===== config.mk =====
export PLATFORM = sky130hd
export DESIGN_NAME = adder_seq_ctrl
export DESIGN_NICKNAME = d
export VERILOG_FILES = /design/src/rtl/adder_seq_ctrl.sv
export SDC_FILE = /design/constraint.sdc
export NUM_CORES = 1
export LEC_CHECK = 0
export BUFFER_PORTS_ARGS = -buffer_cell sky130_fd_sc_hd__buf_2
export CAP_MARGIN = 20
export CORE_AREA = 2 2 192 194
export CTS_BUF_LIST = sky130_fd_sc_hd__clkbuf_4 sky130_fd_sc_hd__clkbuf_8
export DETAILED_ROUTE_END_ITERATION = 8
export DIE_AREA = 0 0 194 196
export GPL_TIMING_DRIVEN = 0
export PLACE_DENSITY = 0.71
export SLEW_MARGIN = 20
export SYNTH_ARGS = -nofsm -noshare
export SYNTH_HDL_FRONTEND = slang
export SYNTH_SLANG_ARGS = --single-unit

===== constraint.sdc =====
create_clock -name clk -period 2.4 [get_ports clk]
set_input_delay 0.48 -clock clk [delete_from_list [all_inputs] [get_ports clk]]
set_output_delay 0.48 -clock clk [all_outputs]
set_load 0.01 [all_outputs]

===== src/rtl/adder_seq_ctrl.sv =====
// rtl/adder_seq_ctrl.sv - word-serial WORDS*32-bit adder sequencer driving one external 32-bit adder
module adder_seq_ctrl #(
  parameter int WORDS = 4,
  parameter int IDXW  = 2
) (
  input  logic                  clk,
  input  logic                  rst,
  input  logic                  in_valid,
  output logic                  in_ready,
  input  logic [32*WORDS-1:0]   in_a,
  input  logic [32*WORDS-1:0]   in_b,
  input  logic                  in_ci,
  output logic                  out_valid,
  input  logic                  out_ready,
  output logic [32*WORDS-1:0]   out_sum,
  output logic                  out_co,
  output logic [31:0]           add_a,
  output logic [31:0]           add_b,
  output logic                  add_ci,
  input  logic [31:0]           add_s,
  input  logic                  add_co
);

  typedef enum logic [1:0] {IDLE, RUN, DONE} state_t;

  state_t                state, state_next;
  logic [IDXW-1:0]       idx;
  logic                  carry;
  logic [32*WORDS-1:0]   a_reg, b_reg;
  logic                  last;

  assign last = (idx == IDXW'(WORDS-1));

  always_ff @(posedge clk) begin
    if (rst) state <= IDLE;
    else     state <= state_next;
  end

  // Adder inputs are only driven while a word is being processed
  always_comb begin
    state_next = state;
    in_ready   = 1'b0;
    out_valid  = 1'b0;
    add_a      = 32'd0;
    add_b      = 32'd0;
    add_ci     = 1'b0;
    case (state)
      IDLE: begin
        in_ready = 1'b1;
        if (in_valid) state_next = RUN;
      end
      RUN: begin
        add_a  = a_reg[32*idx +: 32];
        add_b  = b_reg[32*idx +: 32];
        add_ci = carry;
        if (last) state_next = DONE;
      end
      DONE: begin
        out_valid = 1'b1;
        if (out_ready) state_next = IDLE;
      end
      default: state_next = IDLE;
    endcase
  end

  always_ff @(posedge clk) begin
    if (rst) begin
      idx     <= '0;
      carry   <= 1'b0;
      a_reg   <= '0;
      b_reg   <= '0;
      out_sum <= '0;
      out_co  <= 1'b0;
    end else begin
      case (state)
        IDLE: begin
          if (in_valid) begin
            a_reg <= in_a;
            b_reg <= in_b;
            carry <= in_ci;
            idx   <= '0;
          end
        end
        RUN: begin
          out_sum[32*idx +: 32] <= add_s;
          carry                 <= add_co;
          // Park idx at 0 after the top word so it never leaves 0..WORDS-1
          if (last) begin
            out_co <= add_co;
            idx    <= '0;
          end else begin
            idx <= idx + 1'b1;
          end
        end
        default: ;
      endcase
    end
  end

endmodule

Word level (Yosys, flattened, before mapping):

Cells that the tools add are included.

* bits of input ports: 294
* register bits after elaboration: 390
* output and inout port bits: 196
* word-level logic and storage cells: 40

* reduce and logical (&&, ||, !) cells: 6
* add/subtract/negate cells: 2
* shift operators: 4
* equality and inequality tests: 6
* multiplexer cells: 15

Operator list (count)
* 128-bit by 8-bit variable part select with 32-bit output: 2
* 128-bit bitwise mux: 1
* 32-bit by 34-bit variable shift with 128-bit output, first input constant: 1
* 32-bit by 34-bit variable part select with 128-bit output: 1
* 32-bit 2-to-1 mux: 2
* 7-bit negator with 34-bit output: 1
* 2-bit 2-to-1 mux: 5
* 2-bit != test, second input constant: 3
* 2-bit case mux with 3 select lines: 1
* 2-bit AND reduction: 3
* 2-bit == test, second input constant: 2
* 1-bit 2-to-1 mux: 4
* 2-bit case mux with 2 select lines: 1
* 3-bit AND reduction: 1
* 2-bit by 1-bit adder with 2-bit output, second input constant: 1
* 2-bit by 1-bit == test with 1-bit output, second input constant: 1
* 2-bit zero test: 1
* 1-bit case mux with 2 select lines: 1
* 2-bit nonzero test: 1

Depth between registers and ports, before layout:

Gate-level depths: netlist of run 1.

* depth after elaboration: 3
* mapped depth: 9
* gate-level depth less buffers: 5

Worst setup path before layout of run 1:

Ideal clock, no wire load.

* path kind: reg2reg
* from: reg idx[1]
* to: reg out_sum[117]
* data required time: 2341 ps
* stages on the path, launching flop included: 10
* period minus slack after synthesis: 2283 ps
* setup time: 59 ps
* buffers on the path: 4
* path slack: 117 ps
* data arrival time: 2224 ps
* cell sequence: dfxtp_1 > buf_2 > buf_1 > inv_1 > ha_1 > nand4bb_1 > and4bb_2 > buf_4 > buf_2 > a22o_1

* cells in the longest elaborated chain, start to end: 3
* elaborated cells between the ends (all ways): 4
* those cells by class: 1 x add/sub; 2 x shift; 1 x mux

RTL lines
* from (decl): line 27 `logic [IDXW-1:0] idx;`
* from (signal assigned): line 92 `idx <= idx + 1'b1;`
* 7-bit negator with 34-bit output (*): line 85 `out_sum[32*idx +: 32] <= add_s;`
* 32-bit by 34-bit variable part select with 128-bit output / 32-bit by 34-bit variable shift with 128-bit output (equally long branches): line 85
* 128-bit bitwise mux (*): line 85
* to (signal, indexed assignment): line 85
* to (decl): line 15 `output logic [32*WORDS-1:0] out_sum,`

Every way passes the cells marked *; elsewhere a longest branch is shown, timed or not.
A chain may end at the register's enable or synchronous reset.

Final worst setup path of run 1:

* from: reg idx[0]
* to: out add_a[21]

* cells in the longest elaborated chain, start to end: 2

RTL lines
* 128-bit by 8-bit variable part select with 32-bit output: line 53 `add_a = a_reg[32*idx +: 32];`
* 32-bit 2-to-1 mux: line 47 `case (state)`
* to (decl): line 17 `output logic [31:0] add_a,`

Every way passes these cells.

==> summary.md, run 1 <==
Synthesis inferred 390 register bits. At the pin with the least slew margin, the transition time is 0.797 ns. The number of buffers inserted during clock tree synthesis is 66.

The worst setup path is of the flop to output port kind. The number of global-route vias before repair is 14,800. The tool flagged a number of max-cap violations equal to 0. For the total track usage, the log shows 0.282. Summing all multi-input logic gate instances after layout gives 6890 µm². The area fraction of the dominant cell type after synthesis was 0.513. The average instance in the mapped netlist occupies 9.11 µm². Number of synthesized flops with an enable pin: 0.

Least setup slack across all paths after layout: -0.305 ns. The adder-cell area share of the yosys netlist came out at 0.00411. The part of the Yosys area used for sequential elements came out at 0.513.

The synthesized design spends more area on one cell type than any other, namely sky130_fd_sc_hd__dfxtp_1. IR analysis of the VDD net gives a maximum drop of 0.000671 V. The final period utilization is 1.13, and the routability congestion estimate is 0.923. For this design, the CTS-stage hold fixing added 0 buffers. The buffer levels on the longest clock path came out at 3. Cell with the biggest individual delay on the critical path: sky130_fd_sc_hd__mux4_2.

The design draws 0.0155 W. Xor-xnor portion of the synthesized cell area: 0. The remaining global-route overflow was 0; the fraction of final layout cells with drive strength greater than 1 was 0.367. For this run, the slowest stage of the critical path takes 0.50 ns.

In this run the count of I/O pins placed on the die edge is 490. For the count of nets left with antenna violations after detail routing, the log shows 0. The synthesized net count is 1,970. TritonCTS built the clock tree. STA puts the critical path data required time at 1.92 ns.

In this run the most critical hold path is launched from in_a[67]. The global-route wire length before repair was 83,300 µm; the post-layout utilization of the core was 0.570. In this run the register-to-register setup slack is 0.11 ns.

The startpoint identified for the worst register-to-register timing path is idx[1]. The run gives 0.370 GHz as the maximum achievable frequency. Data arrival time at the worst-slack endpoint: 2.22 ns. The commonest cells after synthesis are sky130_fd_sc_hd__nand2_1 (545), sky130_fd_sc_hd__dfxtp_1 (390), sky130_fd_sc_hd__a21oi_1 (294), sky130_fd_sc_hd__buf_2 (71), sky130_fd_sc_hd__and2_1 (65). The initial antenna violation count was 10; the chip height was 196 µm. The post-detailed-route via-to-cell ratio works out to 5.36. The tools report the die outline area as 38,000 µm². After filler insertion, the fill cell instance count of the layout stands at 3,281. The number of placement rows came out at 70.

Across the whole layout, storage elements account for 7810 µm². The synthesis warning total is 0, and the leakage dissipation is 8.96 nW. Prevailing post-synth register cell: sky130_fd_sc_hd__dfxtp_1. The proportion of synthesized area in mux cells came out at 0.0953. By area, the combinational part of the netlist is dominated by simple AND/OR/NAND/NOR gates.

For the worst-skew pair, the clock arrives at the later sink with an insertion delay of 0.63 ns. The number of DRC markers after the initial detailed-route iteration was 851; the compound-gate portion of the synthesized area was 0.157. The clock arrives with 0.0282 ns of skew. Relative slew slack: 0.468. The detailed router placed 14,800 vias in this run. Number of DRC violations after detailed routing: 0. The overall die width was 194 µm. Synthesis produced a netlist whose cell count is 1,671. The aggregate routed wire length was 55,600 µm. Basic-gate share of the synthesized area counting and, or, nand and nor cells: 0.185. The routed wirelength normalized by instance count was 20.1 µm. The logs give 0.422 for the starting density of the core and 64 for the number of endpoints failing setup at the final stage.

The total area inside the core boundary comes to 36,100 µm². STA classifies the critical path endpoint as an output port. The final critical delay including setup and external delays is 2.70 ns.

Setup repair after global routing could not meet its margin everywhere. Along the worst path, the maximum fanout reaches 7. The flow ran to the end, but the final reports show violations. Ranked by total cell area, the synthesized netlist is headed by sky130_fd_sc_hd__dfxtp_1 (51%), sky130_fd_sc_hd__nand2_1 (13%), sky130_fd_sc_hd__a21oi_1 (9.7%).

Input and output buffers added on the ports amount to 488. The signal on the critical path passes through buf_8, buf_12, clkbuf_16, mux4_2, and2_4, buf_6. Proportion of synthesized flip-flops having asynchronous set or reset: 0.

The total power density per cell area was 755 nW/µm². The count of endpoints failing hold in the final timing report came out at 0. The area growth from synthesis to layout is 35.1%. The number of max-slew violations in the final report was 0. The tools report the critical path launch point as idx[0]. Startpoint class of the critical path: a flop. The logs give 390 for the clock sink total and 41,800 µm for the total half-perimeter wirelength after legalization and detailed placement. The first TritonRoute pass finished after 6 iterations. The final reports fail on setup timing.

In this run the worst hold path is classified as input port to flop. Most used standard cell by instance count after synthesis: sky130_fd_sc_hd__nand2_1. The clock transition at the register clock pins on the worst setup and hold paths after CTS is 0.06 ns, and the summed instance area of the synthesized netlist is 15,200 µm². The tools report the clock root buffer as sky130_fd_sc_hd__clkbuf_8. The number of distinct library cells after synthesis is 37.

The logs give 20 for the largest net degree at the start of global routing and 2,539 for the post-layout net count. The H-tree was split into 3 levels.
==> final timing paths <==
check | endpoint | cells after the start
max reg2reg | out_sum[102] | 8
min reg2reg | out_sum[65] | 2
max | add_a[21] | 6
min | a_reg[67] | 3
==> power by group <==
group | switching, W | internal [W] | leakage (nW) | total, W
clock network | 0.00277 | 0.00392 | 0.765 | 0.00668
logic | 0.00106 | 0.000823 | 5.01 | 0.00188
registers | 0.000176 | 0.00679 | 3.19 | 0.00696
==> metal layers <==
layer	global-route usage	up-vias	wire (µm)
met5	0	-	37
met1	0.338	7108	22400
met2	0.494	651	27500
met4	0.110	6	1750
met3	0.0633	134	3910
li1	-	6890	-
==> per-stage QoR <==
step	std cells	setup WS, ns	cell area (µm²)	setup TNS (ns)	hold WS (ns)
floorplan	1671	0.117	15200	0	0.433
global placement	2627	-0.763	18300	-90.29	0.437
detailed placement	2627	-0.786	18300	-90.97	0.445
CTS	2754	-0.404	20500	-20.97	0.0567
global route	2758	-0.377	20600	-20.13	0.0702
finish	2760	-0.305	20600	-14.83	0.0976
==> layout by cell type, fill, tap and decap left out, types with 2 or more instances in the layout <==
| cell | instances |
|---|---|
| sky130_fd_sc_hd__bufinv_16 | 6 |
| sky130_fd_sc_hd__buf_12 | 8 |
| sky130_fd_sc_hd__and2_4 | 53 |
| sky130_fd_sc_hd__ha_1 | 5 |
| sky130_fd_sc_hd__dfxtp_2 | 2 |
| sky130_fd_sc_hd__a21oi_1 | 293 |
| sky130_fd_sc_hd__buf_4 | 11 |
| sky130_fd_sc_hd__clkbuf_1 | 50 |
| sky130_fd_sc_hd__buf_1 | 2 |
| sky130_fd_sc_hd__clkinv_2 | 5 |
| sky130_fd_sc_hd__nand3_1 | 33 |
| sky130_fd_sc_hd__inv_1 | 3 |
| sky130_fd_sc_hd__a22o_1 | 61 |
| sky130_fd_sc_hd__nand2b_1 | 3 |
| sky130_fd_sc_hd__clkinvlp_4 | 3 |
| sky130_fd_sc_hd__a32o_1 | 35 |
| sky130_fd_sc_hd__nand3b_1 | 3 |
| sky130_fd_sc_hd__mux4_2 | 64 |
| sky130_fd_sc_hd__inv_6 | 4 |
| sky130_fd_sc_hd__and2_1 | 12 |
| sky130_fd_sc_hd__clkbuf_2 | 4 |
| sky130_fd_sc_hd__clkbuf_8 | 81 |
| sky130_fd_sc_hd__buf_2 | 501 |
| sky130_fd_sc_hd__buf_8 | 5 |
| sky130_fd_sc_hd__nand2_1 | 545 |
| sky130_fd_sc_hd__buf_6 | 59 |
| sky130_fd_sc_hd__diode_2 | 8 |
| sky130_fd_sc_hd__dfxtp_1 | 388 |
| sky130_fd_sc_hd__nor2_1 | 5 |
| sky130_fd_sc_hd__clkbuf_4 | 19 |
==> critical path: cells and delay by family, from the launching register on <==
family | cells | cell delay, ns
multiplexers | 1 | 0.50
buffers and inverters | 4 | 0.58
AND/OR/NAND/NOR | 1 | 0.18
flip-flops | 1 | 0.35
==> repair_timing <==
| item | in CTS | in global routing |
|---|---|---|
| cloned | 4 | 1 |
| pin swaps | 9 | 14 |
| buffers inserted | 13 | 2 |
| resized for setup | 157 | 30 |
| setup endpoints to repair | 193 | 142 |
==> layout make-up <==
cell class / instances / share of cell area
Clock buffer: 94 / 0.0589
Inverter: 4 / 0.000730
Antenna cell: 8 / 0.000973
Multi-Input combinational cell: 1131 / 0.335
Sequential cell: 390 / 0.380
Tap cell: 468 / 0.0285
Clock inverter: 18 / 0.0128
Buffer: 143 / 0.0390
Timing Repair Buffer: 504 / 0.145
==> cell families (layout without fill, tap and decap cells) <==
group | after synthesis | count (layout)
muxes | 65 | 65
and+or+nand+nor | 668 | 668
DFF | 390 | 390
other | 0 | 8
adders and majority gates | 5 | 5
buffers and inverters | 150 | 763
AOI/OAI and AO/OA | 393 | 393
(Power assumes the default switching activity.)
==> run 2, diff against run 1 <==
Clock period 2.4 ns to 2.2 ns, I/O delays scaled along.
==> summary.md, run 2 (synthesis gave the netlist of run 1 again) <==
The fraction of final layout cells with drive strength greater than 1 is 0.377 (+0.0104). The overall die width is 194 µm (unchanged), and the number of gates on the worst path with buffers counted is 6 (unchanged). The number of buffers inserted during clock tree synthesis was 66 (unchanged). The tools report the number of placement rows as 70 (unchanged). The most common cell after layout, fill and taps aside was sky130_fd_sc_hd__nand2_1. The logs give 0.483 (-0.0116) for the met2 routing resource usage after global routing and 0 (unchanged) for the number of max-cap violations.

Remaining global-route overflow: 0 (unchanged). The critical path buffer and inverter count is 4 (unchanged). For the clock sink total, the log shows 390 (unchanged). The number of top-level pins was 490 (unchanged). Maximum achievable frequency: 0.375 GHz.

TritonCTS built the clock tree. The worst-path maximum fanout is 10 (+3), and the routed wirelength normalized by instance count is 20.3 µm (+0.58%). For the required time of the critical path, the log shows 1.76 ns (-0.16 ns). Total power density per cell area: 806 nW/µm² (+6.8%).

The largest incremental delay on the critical path is 0.51 ns (about the same). In this run the critical register-to-register path is launched from idx[0]. Aggregate routed wire length: 56,200 µm (+1.0%).

By startpoint and endpoint, the worst setup path is classified as flop to output port. The transition at the pin with the smallest max-transition slack is 0.774 ns (-0.0236 ns), and the maximum resistive drop on vdd is 0.000535 V (-20%). The final period utilization was 1.21. For the aggregate negative setup slack, the log shows -27.50 ns (-12.68 ns). The worst setup path is launched from a flop. The cell with the biggest individual delay on the critical path is sky130_fd_sc_hd__mux4_2. The chip height was 196 µm (unchanged). The run gives 0.574 (+0.00347) as the post-layout utilization of the core.

The relative slew slack came out at 0.484 (+0.0157). The tools report the critical register-to-register path endpoint as out_sum[124]. The met1 usage is 0.340 (+0.00235), and the number of max-slew violations in the final report is 0 (unchanged). The startpoint identified for the worst hold timing path is in_a[69]. Type of destination of the critical path: an output port. The tools report the area inside the core boundary as 36,100 µm² (unchanged). The run gives 1,000 (+18%) as the number of DRC markers after the initial detailed-route iteration. Counting stages on the worst path, the most repeated cell is sky130_fd_sc_hd__buf_12.

The critical path ends at add_a[10]. The run gives 0 (unchanged) as the count of hold buffers inserted by post-cts repair. The run gives 82,700 µm (-0.65%) as the global-route wire length before repair.

The post-placement worst setup slack is -0.696 ns (+0.0903 ns). The post-detailed-route via-to-cell ratio is 5.37 (+0.28%), and the slack of the worst reg-to-reg path is 0.08 ns (-0.03 ns). The root buffer cell chosen for the clock tree is sky130_fd_sc_hd__clkbuf_8. The layer flagged by global routing as most heavily used is met2. Grouping stages by cell kind, the critical path spends the most delay in buffers and inverters. Compared with the post-synthesis result, the final layout area differs by 35.9%. Quantity of I/O buffers inserted on ports: 488 (unchanged). The checks that failed: setup timing.

Total power consumption of the routed design: 0.0167 W (+7.4%). The run finished, with violations left. The worst min-delay path class was input port to flop. Least setup slack across all paths after layout: -0.468 ns (-0.163 ns). Setup repair after global routing could not meet its margin everywhere.

Global routing met3 resource utilization: 0.0605 (-0.00275). The tools report the largest clock skew in the final design as 0.0214 ns (-0.00678 ns). The number of iterations in the first detailed-routing pass was 6 (unchanged); the count of endpoints failing hold in the final timing report was 0 (unchanged).

The number of endpoints failing setup at the final stage came out at 64 (unchanged). Traced cell by cell, the critical path runs through buf_12, buf_12, buf_12, mux4_2, and2_4, buf_6. Die outline area: 38,000 µm² (unchanged). The tools report the H-tree depth as 3 (unchanged).

The worst-case hold slack is 0.0557 ns (-0.0419 ns). The leakage dissipation was 9.04 nW (+0.91%). The most critical setup path has its startpoint at idx[0]. The tools report the number of global-route vias before repair as 14,600 (-1.1%). Clock transition at the register clock pins on the worst setup and hold paths after CTS: 0.06 ns (about the same). The post-layout net count is 2,550 (+0.43%). The clock latency at the later pin of the worst-skew pair is 0.62 ns (about the same), and the total number of vias is 14,900 (+0.72%). Data arrival time at the worst-slack endpoint: 2.23 ns (about the same). The final critical delay including setup and external delays works out to 2.67 ns. The run gives 11 (-45%) as the largest net degree at the start of global routing. The starting density of the core is 0.422 (unchanged), and the initial antenna violation count is 11 (+1). The run gives 0 (unchanged) as the count of nets left with antenna violations after detail routing. The total track usage was 0.281 (-0.00123); the routability congestion estimate was 0.939 (+1.8%).

The buffer levels on the longest clock path was 3 (unchanged); the total half-perimeter wirelength after legalization and detailed placement was 42,000 µm (+0.38%). The top cell types in the final layout, fill and taps aside, are sky130_fd_sc_hd__nand2_1 (545), sky130_fd_sc_hd__buf_2 (505), sky130_fd_sc_hd__dfxtp_1 (386), sky130_fd_sc_hd__a21oi_1 (293), sky130_fd_sc_hd__clkbuf_8 (84). Worst reg2reg path depth: 9 (+1). For the number of DRC violations after detailed routing, the log shows 0 (unchanged).
## run 2: cell count changes in the layout (fill, tap and decap cells not counted), sizes merged
| cell | delta |
|---|---|
| buf | +3 |
| bufinv | -4 |
| clkbuf | +17 |
| clkinvlp | +1 |
| diode | -2 |
| inv | -3 |
## run 2: final cells by class
| cell class | count | area (µm²) |
|---|---|---|
| fillers | 3236 | 15400 |
| flip-flops and latches | 390 | 7820 |
| multi-input cells | 1131 | 6930 |
| repair buffers | 515 | 3050 |
| clock buffers | 103 | 1300 |
| plain buffers | 143 | 856 |
| well taps | 468 | 586 |
| clock inverters | 12 | 126 |
| inverters | 4 | 22.5 |
| diodes | 6 | 15.0 |
## run 2: worst min path at each step
| stage | endpoint | cells after the start | slack (ns) |
|---|---|---|---|
| after floorplan | a_reg[64] | 2 | 0.43 |
| after global placement | out_sum[64] | 2 | 0.44 |
| after detailed placement | out_sum[88] | 2 | 0.44 |
| after CTS | b_reg[36] | 3 | 0.02 |
| after global routing | a_reg[102] | 3 | 0.03 |
| final | a_reg[69] | 3 | 0.06 |
## run 2: stage by stage
stage	instance area, µm²	std cells
2_1_floorplan	15200	1671
3_3_place_gp	18300	2627
3_5_place_dp	18300	2627
4_1_cts	20400	2753
5_1_grt	20700	2771
6_report	20700	2772
## run 2: worst min-delay path: cells and delay by family
family | cells | cell delay (ns)
buffers and inverters | 1 | 0.10
AOI/OAI and AO/OA | 1 | 0.05
and+or+nand+nor | 1 | 0.04
## run 2: report_power, final
group / internal (W) / total, W / leakage [nW] / switching, W
sequential: 0.00740 / 0.00760 / 3.19 / 0.000192
clock: 0.00400 / 0.00698 / 0.753 / 0.00298
combinational: 0.000923 / 0.00210 / 5.10 / 0.00117
total: 0.0123 / 0.0167 / 9.04 / 0.00435
## run 2: repair_timing
action,CTS,global route
resized for setup,153,42
setup buffers,11,11
setup endpoints to repair,193,140
pin swaps,3,4
gates cloned,1,4
## run 2: metal layers
layer	share of wire	vias to the layer above	routed length (µm)
met5	0.0014	-	76
met4	0.033	12	1880
met3	0.075	138	4220
met2	0.49	706	27600
met1	0.40	7133	22400
li1	-	6906	-
==> run 3, diff against run 2 <==
Settings changed: ABC_AREA from default to 1, CORE_AREA 2 2 192 194 to default, CORE_MARGIN from default to 2, CORE_UTILIZATION from default to 48, DIE_AREA 0 0 194 196 to default, PLACE_DENSITY 0.71 to 0.78, REMOVE_ABC_BUFFERS from default to 1, SKIP_LAST_GASP from default to 1.
==> summary.md, run 3 <==
The run finished, with violations left. The final reports fail on setup timing. The largest total area in the synthesized netlist belongs to sky130_fd_sc_hd__dfxtp_1.

Routed wirelength normalized by instance count: 19.5 µm (-3.8%). The worst-path maximum fanout was 5 (-5). The die outline area is 35,700 µm² (-6.1%).

The worst min-delay path class was input port to flop. Maximum resistive drop on vdd: 0.000595 V (+11%). Fraction of final layout cells with drive strength greater than 1: 0.274 (-0.104).

The worst setup path is captured at an output port. Area inside the core boundary: 33,600 µm² (-6.8%). Setup repair after global routing could not meet its margin everywhere. Overall die width: 189 µm (-2.6%). TritonCTS built the clock tree.

The slack of the worst reg-to-reg path came out at -0.05 ns (-0.13 ns). The starting density of the core is 0.488 (+0.0665), and the layout filler cell count is 2,812 (-13%). The final period utilization works out to 1.15 (-0.0659). The data arrival time at the worst-slack endpoint was 2.08 ns (-0.15 ns); the mean post-synth cell area was 6.94 µm² (-24%). The path with the worst hold slack has its endpoint at a_reg[69]. The logs give 65,700 µm (+17%) for the aggregate routed wire length and 0.0666 ns (+0.0108 ns) for the worst-case hold slack. The endpoint identified for the worst register-to-register timing path is out_sum[76]. The largest clock skew in the final design is 0.0272 ns (+0.00584 ns), and the cell count after synthesis is 2,365 (+42%).

The clock transition at the register clock pins on the worst setup and hold paths after CTS works out to 0.07 ns (about the same). The critical path goes through buf_16, buf_12, buf_12, buf_16, nor2_2, nor2_1, o21ai_1, a21oi_1, buf_2. The global-route wire length before repair is 96,700 µm (+17%), and the instance count along the most critical hold path is 3 (unchanged).

Leaving out fill and tap cells, the most frequent cells in the layout are sky130_fd_sc_hd__nor2_1 (834), sky130_fd_sc_hd__buf_2 (483), sky130_fd_sc_hd__dfxtp_1 (387), sky130_fd_sc_hd__o21ai_0 (340), sky130_fd_sc_hd__nand2_1 (205). The number of register bits inferred by synthesis is 390 (unchanged), and the post-detailed-route via-to-cell ratio is 5.51 (+2.6%). For the count of endpoints failing hold in the final timing report, the log shows 0 (unchanged).

For the maximum achievable frequency, the log shows 0.396 GHz (+5.7%). Quantity of I/O buffers inserted on ports: 489 (+0.20%). The run gives 149 (+138) as the largest net degree at the start of global routing.

The number of DRC violations after detailed routing was 0 (unchanged); the least setup slack across all paths after layout was -0.323 ns (+0.145 ns). The clock sink total is 390 (unchanged). The required time of the critical path came out at 1.76 ns (about the same).

The part of the Yosys area used for sequential elements came out at 0.475 (-0.0373). For the number of buffers inserted during clock tree synthesis, the log shows 68 (+3.0%). Area fraction of the dominant cell type after synthesis: 0.475 (-0.0373).

The chip height is 189 µm (-3.6%), and the number of global-route vias before repair is 17,600 (+20%). The remaining global-route overflow was 0 (unchanged). The transition at the pin with the smallest max-transition slack works out to 0.651 ns (-0.123 ns).

For the number of distinct library cells after synthesis, the log shows 29 (-22%). The run gives 0.661 (+0.0878) as the post-layout utilization of the core. The critical register-to-register path startpoint is idx[0]. Relative slew slack: 0.566 (+0.0817). The prevailing post-synth register cell is sky130_fd_sc_hd__dfxtp_1. The most common cell after layout, fill and taps aside is sky130_fd_sc_hd__nor2_1. Top routing layer in use: met5.

The final critical delay including setup and external delays came out at 2.52 ns (-0.145 ns). The critical path is of the flop to output port type. The tools report the routed length on met2 as 30,400 µm (+10%).

The largest individual stage delay along the critical path comes from the cell sky130_fd_sc_hd__dfxtp_4. By count the netlist is led by sky130_fd_sc_hd__nor2_1 (874), sky130_fd_sc_hd__dfxtp_1 (390), sky130_fd_sc_hd__o21ai_0 (388), sky130_fd_sc_hd__nand2_1 (206), sky130_fd_sc_hd__a21oi_1 (165). The number of DRC markers after the initial detailed-route iteration was 1,847 (+85%); the count of nets left with antenna violations after detail routing was 0 (unchanged). The startpoint class of the critical path is a flop.

The worst reg2reg path depth was 7 (-2); the number of placement rows was 67 (-4.3%). The logs give 34,100 µm (-19%) for the total half-perimeter wirelength after legalization and detailed placement and 3,129 (+19%) for the number of cells after detailed placement. Start point of the worst min-delay path: in_a[69]. The initial antenna violation count was 26 (+15). The layout-stage area growth over the synthesis result works out to 35.4%. The logs give 3 (unchanged) for the buffer levels on the longest clock path and 0 (unchanged) for the number of max-cap violations.

The synthesis warning total is 0 (unchanged). The leakage dissipation is 9.81 nW (+8.4%). In this run the clock root is driven by a sky130_fd_sc_hd__clkbuf_8. The run gives 0.62 ns (about the same) as the clock latency at the later pin of the worst-skew pair.

The most used standard cell by instance count after synthesis was sky130_fd_sc_hd__nor2_1. The length of routed met3 wiring is 6970 µm (+65%), and the total track usage is 0.349 (+0.0676). The count of hold buffers inserted by post-cts repair came out at 0 (unchanged).

The tools report the number of top-level pins as 490 (unchanged). The total number of vias is 18,600 (+25%), and the number of synthesized flops with an enable pin is 0 (unchanged). The run gives -1.83 ns (-1.14 ns) as the post-placement worst setup slack. The run gives 16,400 µm² (+7.8%) as the summed instance area of the synthesized netlist.

The final instance count without filler cells is 3,374 (+22%). The tools report the number of endpoints failing setup at the final stage as 72 (+13%). The largest incremental delay on the critical path was 0.41 ns (-0.10 ns); the H-tree depth was 3 (unchanged). The post-layout net count is 3,152 (+24%), and the total power density per cell area is 796 nW/µm² (-1.2%). The number of iterations in the first detailed-routing pass was 6 (unchanged); the routability congestion estimate was 0.918 (-2.3%).

Ranked by total cell area, the synthesized netlist is headed by sky130_fd_sc_hd__dfxtp_1 (48%), sky130_fd_sc_hd__nor2_1 (20%), sky130_fd_sc_hd__o21ai_0 (12%). The run gives 0 (unchanged) as the number of max-slew violations in the final report. The detailed-route wire length on metal 1 came out at 24,200 µm (+8.3%). The proportion of synthesized flip-flops having asynchronous set or reset was 0 (unchanged).
[run 3: cell types whose count changed after synthesis, sizes merged, moves of 52 or more]
cell / previous run / this run
mux4: 64 / 0
nor2: 5 / 879
nor3: 1 / 53
a21oi: 294 / 165
a22o: 61 / 0
and2: 65 / 1
o21ai: 0 / 417
nand2: 545 / 208
[run 3: metal layers]
metal  vias to the layer above  global-route usage
met2                      1132               0.565
met3                       263              0.0847
met4                         8               0.232
met5                         -                   0
li1                       8641                   -
met1                      8559               0.412
[run 3: how the worst max path moves through the flow]
stage,to,slack (ns),depth (start not counted),startpoint
after floorplan,out_sum[0],-3.67,7,idx[0]
after global placement,out_sum[112],-8.41,7,idx[0]
after detailed placement,out_sum[25],-1.83,9,idx[1]
after CTS,add_b[5],-0.29,9,idx[0]
after global routing,add_a[5],-0.42,9,idx[0]
final,add_a[5],-0.32,9,idx[0]
[run 3: area by class of cell]
| type | count | area [µm²] | share of cell area |
|---|---|---|---|
| repair buffers | 592 | 4280 | 0.193 |
| clock inverters | 9 | 62.6 | 0.00281 |
| diodes | 25 | 62.6 | 0.00281 |
| inverters | 48 | 258 | 0.0116 |
| clock buffers | 109 | 1330 | 0.0596 |
| multi-input cells | 1746 | 7780 | 0.350 |
| flip-flops and latches | 390 | 7820 | 0.352 |
| well taps | 448 | 561 | 0.0252 |
| repair inverters | 7 | 85.1 | 0.00383 |
[run 3: cells by family after synthesis]
kind of cell | share of synthesized area
AND/OR/NAND/NOR | 0.271
buffers and inverters | 0.0701
AO/OA/AOI/OAI | 0.179
flip-flops | 0.475
adder cells (fa/ha/maj) | 0.00381
[run 3: where the power goes]
| part | switching (W) | total, W | leakage [nW] | internal (W) |
|---|---|---|---|---|
| Clock | 0.00302 | 0.00683 | 0.738 | 0.00381 |
| Sequential | 0.000258 | 0.00780 | 3.21 | 0.00754 |
| Combinational | 0.00183 | 0.00306 | 5.86 | 0.00123 |
| Total | 0.00511 | 0.0177 | 9.81 | 0.0126 |
[run 3: metrics by stage]
step / total power [W] / cell area, µm² / TNS (ns)
3_5_place_dp: 0.0103 / 18900 / -259.29
6_report: 0.0177 / 22200 / -13.88
5_1_grt: 0.0184 / 22200 / -21.81
3_3_place_gp: 0.0103 / 18500 / -3187.88
2_1_floorplan: 0.00936 / 15500 / -1159.12
4_1_cts: 0.0175 / 21800 / -17.15
[run 3: what timing repair did]
item / 4_1_cts / 5_1_grt
resized for setup: 114 / 71
pin swaps: 44 / 40
setup endpoints to repair: 363 / 244
buffers inserted: 51 / 15
cloned: 33 / 7
endpoints found under the hold margin: 0 / 0
[run 3: critical path: cells and delay by family, from the launching register on]
| family | cells | cell delay (ns) |
|---|---|---|
| buffers and inverters | 5 | 0.69 |
| AND/OR/NAND/NOR | 2 | 0.11 |
| flip-flops | 1 | 0.41 |
| AO/OA/AOI/OAI | 2 | 0.23 |
